**src/rtl/pc_seq_pkg.sv**
```systemverilog
// Shared types and constants for the program-counter sequencer.
// Included by pc_sequencer and its next-PC select mux.
package pc_seq_pkg;

   typedef enum logic [1:0] {
      BOOT,
      FETCH,
      HALT
   } state_t;

   typedef enum logic [2:0] {
      SEL_SEQ,
      SEL_BRANCH,
      SEL_JUMP,
      SEL_TRAP,
      SEL_MISALIGN
   } sel_t;

   localparam int unsigned INSTR_BYTES = 4;

   function automatic logic is_misaligned(input logic [1:0] lsb);
      return lsb != 2'b00;
   endfunction

endpackage

```
**src/rtl/pc_next_sel.sv**
```systemverilog
// Combinational priority mux for the next PC: trap > jump > branch > sequential,
// with misaligned redirect targets diverted to the trap vector.
module pc_next_sel
   import pc_seq_pkg::*;
#(
   parameter int               WIDTH       = 32,
   parameter logic [WIDTH-1:0] TRAP_VECTOR = 32'h0000_0100
) (
   input  logic [WIDTH-1:0] pc,
   input  logic             trap,
   input  logic             jump,
   input  logic [WIDTH-1:0] jump_target,
   input  logic             branch_taken,
   input  logic [WIDTH-1:0] branch_target,
   output sel_t             sel,
   output logic [WIDTH-1:0] next_pc,
   output logic [WIDTH-1:0] epc_next,
   output logic             misaligned
);

   always_comb begin
      sel      = SEL_SEQ;
      next_pc  = pc + WIDTH'(INSTR_BYTES);
      epc_next = pc;
      if (trap) begin
         sel     = SEL_TRAP;
         next_pc = TRAP_VECTOR;
      end else if (jump) begin
         if (is_misaligned(jump_target[1:0])) begin
            sel      = SEL_MISALIGN;
            next_pc  = TRAP_VECTOR;
            epc_next = jump_target;
         end else begin
            sel     = SEL_JUMP;
            next_pc = jump_target;
         end
      end else if (branch_taken) begin
         if (is_misaligned(branch_target[1:0])) begin
            sel      = SEL_MISALIGN;
            next_pc  = TRAP_VECTOR;
            epc_next = branch_target;
         end else begin
            sel     = SEL_BRANCH;
            next_pc = branch_target;
         end
      end
   end

   assign misaligned = (sel == SEL_MISALIGN);

endmodule

```
**src/rtl/pc_sequencer.sv**
```systemverilog
// Fetch controller owning the PC: issues imem requests, selects the next PC
// and records trap/misalignment state for the single-cycle core.
//
// state | meaning
// BOOT  | one idle cycle after reset release, no fetch request
// FETCH | requesting instructions; PC advances on each accept
// HALT  | fetch stopped, PC/epc/retire_count frozen until reset
module pc_sequencer
   import pc_seq_pkg::*;
#(
   parameter int               WIDTH        = 32,
   parameter logic [WIDTH-1:0] RESET_VECTOR = 32'h0000_0000,
   parameter logic [WIDTH-1:0] TRAP_VECTOR  = 32'h0000_0100
) (
   input  logic             clk,
   input  logic             reset,
   input  logic             stall,
   input  logic             halt,
   input  logic             branch_taken,
   input  logic [WIDTH-1:0] branch_target,
   input  logic             jump,
   input  logic [WIDTH-1:0] jump_target,
   input  logic             trap,
   input  logic             imem_ready,
   output logic             imem_req,
   output logic [WIDTH-1:0] imem_addr,
   output logic [WIDTH-1:0] pc,
   output logic             instr_valid,
   output logic             misaligned,
   output logic [WIDTH-1:0] epc,
   output logic [WIDTH-1:0] retire_count
);

   state_t           state, state_next;
   sel_t             sel;
   logic [WIDTH-1:0] pc_next;
   logic [WIDTH-1:0] epc_next;
   logic             mis_sel;
   logic             accept;
   logic             faulted;

   pc_next_sel #(
      .WIDTH       (WIDTH),
      .TRAP_VECTOR (TRAP_VECTOR)
   ) u_next_sel (
      .pc            (pc),
      .trap          (trap),
      .jump          (jump),
      .jump_target   (jump_target),
      .branch_taken  (branch_taken),
      .branch_target (branch_target),
      .sel           (sel),
      .next_pc       (pc_next),
      .epc_next      (epc_next),
      .misaligned    (mis_sel)
   );

   always_ff @(posedge clk or negedge reset) begin
      if (!reset) state <= BOOT;
      else        state <= state_next;
   end

   always_comb begin
      state_next = state;
      case (state)
         BOOT:    state_next = FETCH;
         FETCH:   if (halt) state_next = HALT;
         HALT:    state_next = HALT;
         default: state_next = BOOT;
      endcase
   end

   always_comb begin
      imem_req = 1'b0;
      if (state == FETCH) imem_req = !stall && !halt;
      instr_valid = imem_req && imem_ready;
   end

   assign accept    = instr_valid;
   assign faulted   = (sel == SEL_TRAP) || (sel == SEL_MISALIGN);
   assign imem_addr = pc;

   // misaligned is a registered pulse so no target-to-output path exists
   always_ff @(posedge clk or negedge reset) begin
      if (!reset) begin
         pc           <= RESET_VECTOR;
         epc          <= '0;
         retire_count <= '0;
         misaligned   <= 1'b0;
      end else begin
         misaligned <= 1'b0;
         if (accept) begin
            pc         <= pc_next;
            misaligned <= mis_sel;
            if (faulted) epc          <= epc_next;
            else         retire_count <= retire_count + WIDTH'(1);
         end
      end
   end

endmodule

```
**config.mk**
```make
export PLATFORM = sky130hd
export DESIGN_NAME = pc_sequencer
export DESIGN_NICKNAME = d
export VERILOG_FILES = /design/src/rtl/pc_seq_pkg.sv /design/src/rtl/pc_next_sel.sv /design/src/rtl/pc_sequencer.sv
export SDC_FILE = /design/constraint.sdc
export NUM_CORES = 1
export LEC_CHECK = 0
export ABC_AREA = 1
export ABC_CLOCK_PERIOD_IN_PS = 3950
export BUFFER_PORTS_ARGS = -buffer_cell sky130_fd_sc_hd__buf_4
export CAP_MARGIN = 20
export CORE_MARGIN = 2
export CORE_UTILIZATION = 57
export DETAILED_ROUTE_END_ITERATION = 6
export GPL_TIMING_DRIVEN = 1
export PLACE_DENSITY = 0.95
export SLEW_MARGIN = 40
export SYNTH_ARGS = -nofsm -noshare
export SYNTH_HDL_FRONTEND = slang
export SYNTH_SLANG_ARGS = --single-unit
```
**constraint.sdc**
```tcl
create_clock -name clk -period 3.95 [get_ports clk]
set_clock_uncertainty 0.1 [all_clocks]
set_input_delay 0.395 -clock clk [delete_from_list [all_inputs] [get_ports clk]]
set_output_delay 0.395 -clock clk [all_outputs]
set_load 0.02 [all_outputs]
```
==> flow_summary.ini, run 1 <==
[outcome]
outcome = finished with violations
violations = DRC, hold timing

[flow_run]
maxCapViolCount = 0

[setup_path]
worstReg2RegEnd = retire_count[11]$_DFFE_PN0P_
start_kind = flop
crit_fanout = 29
cp-end-kind = flop
critical-path-top-delay-family = simple AND/OR/NAND/NOR gates
cp.arrival_ns = 2.89
rrSetupSlack_ns = 1.24
r2r_cells = 12
critPathLaunch = state[1]$_DFFE_PN0P_
crit_slowest_cell = nor2_8
critPathBufInv = 3
critPathMaxStageDelay_ns = 0.43
crit_path_cell_trace = inv_1 > ha_1 > nand2_2 > nor2_4 > nand2_1 > buf_4 > nor2_8 > nand2_4 > inv_4 > nand3_2 > nor2_1 > xor2_1
path_class = flop to flop
required_ns = 4.13
crit_cells = 12
reg2reg_from = state[1]$_DFFE_PN0P_

[clocking]
tritoncts = yes
cts-root-buf = clkbuf_16
cts_resized = 0
cts_max_level = 3
cts_sinks = 99
cts_buffers = 9
postCtsSetupBuffers = 0
cts_hold_buf = 0
cts_buffer_depth = 2
insertion_delay_ns = 0.36
clk_pin_slew_ns = 0.07

[timing]
tns_ns = 0
period_needed_ns = 2.708
hold_slack_ns = -0.01877
post-route-period-util_pct = 68.56
worst_pin_slew_ns = 0.8123
finalHoldViolCount = 27
setup_viol = 0
max_freq_mhz = 369.3
slew_violations = 0
relSlewSlack_pct = 45.64
rsz0062_at_grt = no

[drt]
avgViaCountPerCell = 5.852
wl_per_cell_um = 17.25
dr.pass1.iters = 7
drt_iter0_drc = 855
dr_total_vias = 7356
drc_errors = 11
antenna_left = 0
routed_wl_um = 21690

[final_layout]
fin_area_um2 = 8361
syn_to_final_growth_pct = 23.03
nFillCells = 915
nets = 1185
antennaDiodeCount = 0
drive_gt1_share_pct = 24.78
final_util_pct = 72.60
final_common_cell = nand2_1
final_cell_mix = nand2_1 (314), buf_4 (208), dfrtp_1 (99), nor2_1 (73), nand3_1 (69)

[pwr]
swShare_pct = 45.12
power-per-cell-area_nw_per_um2 = 591.6
p_seq_share_pct = 36.8
comb_power_share_pct = 45.9
cellLeakagePower_uw = 0.004003
p_switching_uw = 2232
pwr-share-clk_pct = 17.3
p_int_uw = 2714
vdd_drop_max_uv = 453.6

[synthesis]
synth_cell_types = 45
yosysTopAreaCellShare_pct = 36.46
synth_ff_type = dfrtp_1
syn-instance-count = 960
syn-cell-area_um2 = 6795
ys_seq_elements = 99
synth_edf_count = 0
yosysWarnings = 0
synth_area_leader_cell = dfrtp_1
seq_area_frac_synth_pct = 36.46
synth_area_leaders = dfrtp_1 (36%), nand2_1 (17%), nand3_1 (5.1%)
synthesis.nets = 1036
synthArstFlopShare_pct = 100.0
syn_area_per_cell_um2 = 7.078

[placement]
port_buffers = 202
placed_area_um2 = 8079
post-dp-hpwl_um = 15630
gp_congestion = 1.008

[global_routing]
antenna_found_initial = 0
grt_pass1_vias = 7046
grt_pass1_wl_um = 34950
grt_usage_pct = 34.16
grt_max_degree = 63
grt_overflow_total = 0

[worst_hold_path]
hold_path_class = input port to async pin

[floorplan]
die_w_um = 113.2
die_y_um = 113.2
coreArea_um2 = 11520
start_util_pct = 59.01
die_area_um2 = 12810
num_rows = 39
ios = 203
==> stage by stage <==
| step | worst slack, ns | power, µW | instances |
|---|---|---|---|
| after floorplan | 2.037 | 3142 | 960 |
| after global placement | 1.117 | 4005 | 1241 |
| after detailed placement | 1.308 | 4068 | 1241 |
| after CTS | 1.274 | 4920 | 1257 |
| after global routing | 1.060 | 5191 | 1257 |
| final | 1.242 | 4946 | 1257 |
==> cells in the mapped netlist, types with 6 or more instances <==
library cell,n
nor3_1,17
nand4_1,14
o22ai_1,31
nand2_2,6
clkbuf_1,10
xor2_1,27
o21ai_2,17
nor2_1,74
buf_4,37
inv_1,61
buf_6,6
inv_2,6
or2_0,8
nand3_1,69
buf_2,16
dfrtp_1,99
nor2_2,7
o21ai_0,55
o21ai_1,26
nand2_1,315
==> kinds of logic (layout without fill, tap and decap cells) <==
group / Yosys count / after routing / synth area share [%]
buffers and inverters: 140 / 294 / 10.81
AOI/OAI and AO/OA: 159 / 159 / 14.45
and+or+nand+nor: 526 / 526 / 33.42
DFF: 99 / 99 / 36.46
xor gates and xnor gates: 32 / 32 / 4.124
adders and majority gates: 4 / 4 / 0.7365
==> worst reg2reg max path, stage by stage, from the launching register on <==
cell	delay, ns
dfrtp_1	0.36
inv_1	0.09
ha_1	0.17
nand2_2	0.10
nor2_4	0.10
nand2_1	0.06
buf_4	0.23
nor2_8	0.43
nand2_4	0.29
inv_4	0.32
nand3_2	0.12
nor2_1	0.13
xor2_1	0.15
==> power by group through the flow <==
stage | combinational, µW | sequential [µW] | clock [µW]
2_1_floorplan | 1060 | 2080 | 0
3_3_place_gp | 2210 | 1800 | 0
3_5_place_dp | 2260 | 1810 | 0
4_1_cts | 2270 | 1800 | 857
5_1_grt | 2440 | 1860 | 895
6_report | 2270 | 1820 | 858
==> how the worst max path moves through the flow <==
stage	endpoint	slack, ns
2_1_floorplan	instr_valid	2.04
6_report	retire_count[11]$_DFFE_PN0P_	1.24
3_5_place_dp	retire_count[11]$_DFFE_PN0P_	1.31
5_1_grt	epc[21]$_DFFE_PN0P_	1.06
4_1_cts	retire_count[11]$_DFFE_PN0P_	1.27
3_3_place_gp	epc[12]$_DFFE_PN0P_	1.12
==> state kept, by name, summed over array words and instances, names as in the netlist <==
name,cells
state,2
imem_addr,32
misaligned,1
retire_count,32
epc,32
==> layer usage <==
layer	GRT usage (%)	vias up	wire length, µm
met4	15.69	0	674
li1	-	3425	-
met2	57.25	492	10310
met3	5.088	59	2166
met1	43.77	3380	8539
met5	0	-	0
==> layout make-up <==
type / instances / area [µm²] / area share, %
clock inverter: 6 / 50.05 / 0.5986
sequential: 99 / 2477 / 29.63
inverter: 70 / 267.8 / 3.203
tap: 143 / 178.9 / 2.140
timing repair buffer: 208 / 1562 / 18.68
clock buffer: 10 / 229.0 / 2.739
multi-input combinational: 721 / 3596 / 43.01
No activity file was read; power rests on OpenSTA's default activity.
==> inputs of run 2 (changes only) <==
--- a/config.mk
+++ b/config.mk
@@ -6,14 +6,14 @@
 export NUM_CORES = 1
 export LEC_CHECK = 0
 export ABC_AREA = 1
-export ABC_CLOCK_PERIOD_IN_PS = 3950
+export ABC_CLOCK_PERIOD_IN_PS = 2550
 export BUFFER_PORTS_ARGS = -buffer_cell sky130_fd_sc_hd__buf_4
 export CAP_MARGIN = 20
 export CORE_MARGIN = 2
-export CORE_UTILIZATION = 57
+export CORE_UTILIZATION = 53
 export DETAILED_ROUTE_END_ITERATION = 6
 export GPL_TIMING_DRIVEN = 1
-export PLACE_DENSITY = 0.95
+export PLACE_DENSITY = 0.92
 export SLEW_MARGIN = 40
 export SYNTH_ARGS = -nofsm -noshare
 export SYNTH_HDL_FRONTEND = slang
==> constraint.sdc (replaced) <==
create_clock -name clk -period 2.55 [get_ports clk]
set_clock_uncertainty 0.1 [all_clocks]
set_input_delay 0.255 -clock clk [delete_from_list [all_inputs] [get_ports clk]]
set_output_delay 0.255 -clock clk [all_outputs]
set_load 0.02 [all_outputs]
==> run 2 against run 1 <==
The run now ends clean. Register-to-register slack worse by 0.92 ns. Worst setup slack worse by 0.98 ns. First-iteration DRC count is 6.4% higher. Critical path depth is 5 lower. Die area is 7.3% higher. Hold slack better by 0.13 ns. Total power is 61% higher. Sequential share of layout area is 0.70 points lower. Clock power is 83% higher. Critical endpoint is now instr_valid. Largest cell class unchanged.
==> flow_summary.ini, run 2 (synthesis gave the netlist of run 1 again) <==
[outcome]
outcome = finished, final reports clean

[global_routing]
grt_overflow_total = 0
grt_pass1_vias = 7015
grt_max_degree = 48
antenna_found_initial = 0
grt_pass1_wl_um = 34490
grt_usage_pct = 32.31

[setup_path]
critPathMaxStageDelay_ns = 0.40
crit_fanout = 15
cp-end-kind = primary output
start_kind = flop
cp.arrival_ns = 1.93
crit_slowest_cell = dfrtp_1
cp_common_cell = buf_4
path_class = flop to primary output
required_ns = 2.19
crit_path_cell_trace = ha_1 > nand2_2 > nor2_4 > nand2_1 > clkinv_1 > buf_4 > buf_4

[drt]
avgViaCountPerCell = 5.651
antenna_left = 0
dr.pass1.iters = 6
drt_iter0_drc = 910
wl_met3_um = 2131
wl_met1_um = 8541
routed_wl_um = 21860
dr_total_vias = 7335
highest_layer = met4
wl_per_cell_um = 16.84
drc_errors = 0
dr_wl_met2_um = 10490

[pwr]
cellLeakagePower_uw = 0.004107
vdd_drop_max_uv = 522.4
power_uw = 7940
power-per-cell-area_nw_per_um2 = 927.4

[clocking]
cts_resized = 0
clk_pin_slew_ns = 0.07
cts_buffers = 9
cts_hold_buf = 1
postCtsSetupBuffers = 0
cts_sinks = 99
tritoncts = yes
cts_buffer_depth = 2
insertion_delay_ns = 0.35
cts-root-buf = clkbuf_16
cts_max_level = 3

[timing]
period_needed_ns = 2.283
layout_setup_ws_ns = 0.2665
tns_ns = 0
worst_pin_slew_ns = 0.8242
finalHoldViolCount = 0
max_freq_mhz = 437.9
relSlewSlack_pct = 44.85
rsz0062_at_grt = no
slew_violations = 0
post-route-period-util_pct = 89.55
setup_viol = 0

[floorplan]
start_util_pct = 54.07
coreArea_um2 = 12570
num_rows = 41
die_w_um = 117.2
die_y_um = 117.2
die_area_um2 = 13740
ios = 203

[worst_hold_path]
hold_path_class = input port to flop

[placement]
dp_slack_ns = 0.3371
post-dp-hpwl_um = 15970
port_buffers = 202
gp_congestion = 1.006

[final_layout]
drive_gt1_share_pct = 25.22
syn_to_final_growth_pct = 26.00
final_cell_mix = nand2_1 (315), buf_4 (218), dfrtp_1 (99), nor2_1 (74), nand3_1 (69)
antennaDiodeCount = 0
nets = 1198
final_common_cell = nand2_1

[flow_run]
maxCapViolCount = 0
[run 2: changes by cell type in the layout (fill, tap and decap cells not counted), moves of 2 or more]
cell | before | now
bufinv_16 | 0 | 3
buf_4 | 208 | 218
buf_12 | 0 | 2
clkinv_4 | 3 | 0
clkinvlp_4 | 2 | 0
[run 2: worst paths after layout]
kind | start | endpoint | slack (ns) | cells after the start
worst max register to register | state[0]$_DFFE_PN0P_ | epc[28]$_DFFE_PN0P_ | 0.32 | 11
worst max-delay path | state[0]$_DFFE_PN0P_ | instr_valid | 0.27 | 7
worst min register to register | epc[5]$_DFFE_PN0P_ | epc[5]$_DFFE_PN0P_ | 0.39 | 2
min in group asynchronous | reset | retire_count[2]$_DFFE_PN0P_ | 0.22 | 2
max in group asynchronous | reset | epc[19]$_DFFE_PN0P_ | 1.39 | 3
worst min-delay path | branch_target[4] | imem_addr[4]$_DFFE_PN0P_ | 0.11 | 3
[run 2: layout make-up]
class | instances | area, µm²
Fill cell | 1061 | 4006
Sequential cell | 99 | 2477
Inverter | 70 | 267.8
Timing Repair Buffer | 221 | 1687
Clock buffer | 11 | 232.7
Clock inverter | 4 | 98.84
Multi-Input combinational cell | 721 | 3583
Tap cell | 172 | 215.2
[run 2: routing by layer]
layer | GRT usage, % | up-vias
met5 | 0 | -
met4 | 14.43 | 0
met1 | 41.46 | 3357
met2 | 54.90 | 477
li1 | - | 3430
met3 | 3.811 | 71
[run 2: through the flow]
step | hold WS (ns) | cells | utilization [%] | cell area (µm²)
4_1_cts | 0.1120 | 1298 | 68.12 | 8562
2_1_floorplan | -0.1406 | 960 | - | 6795
3_5_place_dp | 0.04633 | 1282 | 65.41 | 8220
3_3_place_gp | 0.04592 | 1282 | 65.41 | 8220
6_report | 0.1134 | 1298 | 68.12 | 8562
5_1_grt | 0.1147 | 1298 | 68.12 | 8562
[run 2: power by group]
group / internal, µW / leakage (µW) / switching, µW / total, µW
registers: 2090 / 0.00127 / 679 / 2770
logic: 1470 / 0.00268 / 2130 / 3600
clock network: 959 / 0.000160 / 612 / 1570
[run 2: worst max-delay path: cells and delay by family, from the launching register on]
kind / cells / cell delay [ns]
fa+ha+maj: 1 / 0.21
flops: 1 / 0.40
simple gates: 3 / 0.35
buf+inv: 3 / 0.62
==> inputs of run 3 (changes only) <==
--- a/config.mk
+++ b/config.mk
@@ -6,14 +6,17 @@
 export NUM_CORES = 1
 export LEC_CHECK = 0
 export ABC_AREA = 1
-export ABC_CLOCK_PERIOD_IN_PS = 2550
+export ABC_CLOCK_PERIOD_IN_PS = 2250
 export BUFFER_PORTS_ARGS = -buffer_cell sky130_fd_sc_hd__buf_4
 export CAP_MARGIN = 20
+export CELL_PAD_IN_SITES_DETAIL_PLACEMENT = 1
+export CELL_PAD_IN_SITES_GLOBAL_PLACEMENT = 2
+export CORE_ASPECT_RATIO = 1.1
 export CORE_MARGIN = 2
-export CORE_UTILIZATION = 53
+export CORE_UTILIZATION = 28
 export DETAILED_ROUTE_END_ITERATION = 6
 export GPL_TIMING_DRIVEN = 1
-export PLACE_DENSITY = 0.92
+export PLACE_DENSITY = 0.9
 export SLEW_MARGIN = 40
 export SYNTH_ARGS = -nofsm -noshare
 export SYNTH_HDL_FRONTEND = slang
==> constraint.sdc (replaced) <==
create_clock -name clk -period 2.25 [get_ports clk]
set_clock_uncertainty 0.1 [all_clocks]
set_input_delay 0.225 -clock clk [delete_from_list [all_inputs] [get_ports clk]]
set_output_delay 0.225 -clock clk [all_outputs]
set_load 0.02 [all_outputs]
==> run 3 against run 2 <==
Sequential power increased by 12%. Clock power increased by 13%. Via count decreased by 0.98%. Total power increased by 16%. Global-route usage decreased by 11 points. Sequential share of layout area decreased by 1.0 points. Critical endpoint unchanged. Critical path type unchanged. Utilization decreased by 31 points. Final cell count increased by 12%. First-iteration DRC count decreased by 50%. Largest power group unchanged. Hold slack got worse by 0.028 ns. Register-to-register slack got worse by 0.14 ns.
==> flow_summary.ini, run 3 (synthesis gave the netlist of run 1 again) <==
[pwr]
power-per-cell-area_nw_per_um2 = 1035
vdd_drop_max_uv = 405.7
cellLeakagePower_uw = 0.004196

[setup_path]
required_ns = 1.92
crit_path_cell_trace = inv_1 > ha_1 > nand2_2 > nor2_4 > nand2_2 > clkinv_1 > buf_6 > buf_4
critical-path-top-delay-family = buffers and inverters
crit_fanout = 15
crit_slowest_cell = dfrtp_1
cp_common_cell = nand2_2
cp.arrival_ns = 1.76
critPathMaxStageDelay_ns = 0.36
start_kind = flop
path_class = flop to primary output
critPathBufInv = 4
cp-end-kind = primary output

[placement]
dp.cells = 1432
port_buffers = 202
post-dp-hpwl_um = 20740
dp_slack_ns = 0.2138
gp_congestion = 0.8772

[clocking]
cts_max_level = 3
cts-root-buf = clkbuf_16
cts_buffers = 9
postCtsSetupBuffers = 0
tritoncts = yes
insertion_delay_ns = 0.36
clk_pin_slew_ns = 0.08
cts_sinks = 99
cts_buffer_depth = 2

[floorplan]
coreArea_um2 = 23770
die_w_um = 152.5
num_rows = 59
ios = 203
start_util_pct = 28.59
die_area_um2 = 25530
die_y_um = 167.4

[drt]
avgViaCountPerCell = 5.016
drc_errors = 0
wl_per_cell_um = 18.65
antenna_left = 0
dr_total_vias = 7263
dr.pass1.iters = 5
routed_wl_um = 27010
drt_iter0_drc = 454

[worst_hold_path]
hold_path_class = input port to flop

[timing]
setup_viol = 0
max_freq_mhz = 478.5
finalHoldViolCount = 0
post-route-period-util_pct = 92.89
tns_ns = 0
rsz0062_at_grt = no
relSlewSlack_pct = 63.63
slew_violations = 0
period_needed_ns = 2.090
layout_setup_ws_ns = 0.1600
worst_pin_slew_ns = 0.5455

[global_routing]
grt_overflow_total = 0
grt.met3_usage_pct = 2.019
grt_pass1_wl_um = 42620
grtUsageMet1_pct = 27.86
gr-max-usage-layer = met2
antenna_found_initial = 0
grt_util_met2_pct = 36.15
grt_usage_pct = 21.01
grt_pass1_vias = 7576
grt_max_degree = 50

[final_layout]
nFillCells = 3037
final_cells = 1448
drive_gt1_share_pct = 26.60
antennaDiodeCount = 0
final_cell_mix = nand2_1 (314), buf_4 (233), dfrtp_1 (99), nor2_1 (74), nand3_1 (69)
final_common_cell = nand2_1
syn_to_final_growth_pct = 30.53
nets = 1215

[outcome]
outcome = finished, final reports clean

[flow_run]
maxCapViolCount = 0
## run 3: changes by cell type in the layout (fill, tap and decap cells not counted), sizes merged
| cell | change |
|---|---|
| buf | +17 |
| clkinv | +2 |
| bufinv | -1 |
| inv | -1 |
## run 3: timing repair
| action | 4_1_cts | 5_1_grt |
|---|---|---|
| setup endpoints to repair | 0 | 1 |
| hold buffers | 1 | 0 |
| endpoints found under the hold margin | 31 | 0 |
| gates resized for setup | 0 | 2 |
## run 3: final timing paths
check,start,endpoint,slack (ns),cells past startpoint
max reg2reg,imem_addr[4]$_DFFE_PN0P_,imem_addr[23]$_DFFE_PN0P_,0.18,9
min in group asynchronous,reset,imem_addr[26]$_DFFE_PN0P_,0.27,2
min,jump_target[23],imem_addr[23]$_DFFE_PN0P_,0.09,5
max in group asynchronous,reset,retire_count[29]$_DFFE_PN0P_,1.08,3
max,state[1]$_DFFE_PN0P_,instr_valid,0.16,8
min reg2reg,epc[6]$_DFFE_PN0P_,epc[6]$_DFFE_PN0P_,0.39,2
## run 3: worst register-to-register path: stages, from the launching register on
cell	delay, ns
dfrtp_1	0.51
nand2_1	0.08
nor2_1	0.25
nand2_1	0.17
nor2_2	0.36
nand4_1	0.18
nand3_1	0.14
nand3_1	0.07
nand2_1	0.06
nand2_1	0.05
## run 3: power by group
part           internal (µW)  leakage, µW  switching [µW]  total [µW]
logic                   1730      0.00276            2560        4290
clock network           1030     0.000162             744        1780
registers               2370      0.00127             743        3110
total                   5130      0.00420            4050        9180
## run 3: layout make-up
| class | instances | area (µm²) | area share, % |
|---|---|---|---|
| flip-flops and latches | 99 | 2477 | 27.93 |
| well taps | 305 | 381.6 | 4.302 |
| inverters | 70 | 267.8 | 3.019 |
| repair buffers | 238 | 1831 | 20.64 |
| clock buffers | 11 | 252.7 | 2.849 |
| clock inverters | 4 | 73.82 | 0.8323 |
| multi-input cells | 721 | 3586 | 40.43 |
## run 3: stage by stage
step                      util, %  hold WS (ns)  total power (µW)  instance area (µm²)
after floorplan                 -       -0.1706              5515                 6795
after global placement      35.87        0.1279              7328                 8527
after global routing        37.31       0.08910              9711                 8870
after CTS                   37.29       0.07212              9250                 8864
final                       37.31       0.08576              9177                 8870
after detailed placement    35.87        0.1358              7434                 8527
## run 3: routing by layer
layer / part of all wire [%] / up-vias / wire length (µm)
met5: 0 / - / 0
met4: 2.4 / 0 / 642
met3: 4.4 / 39 / 1180
met2: 48 / 234 / 13030
met1: 45 / 3526 / 12160
li1: - / 3464 / -
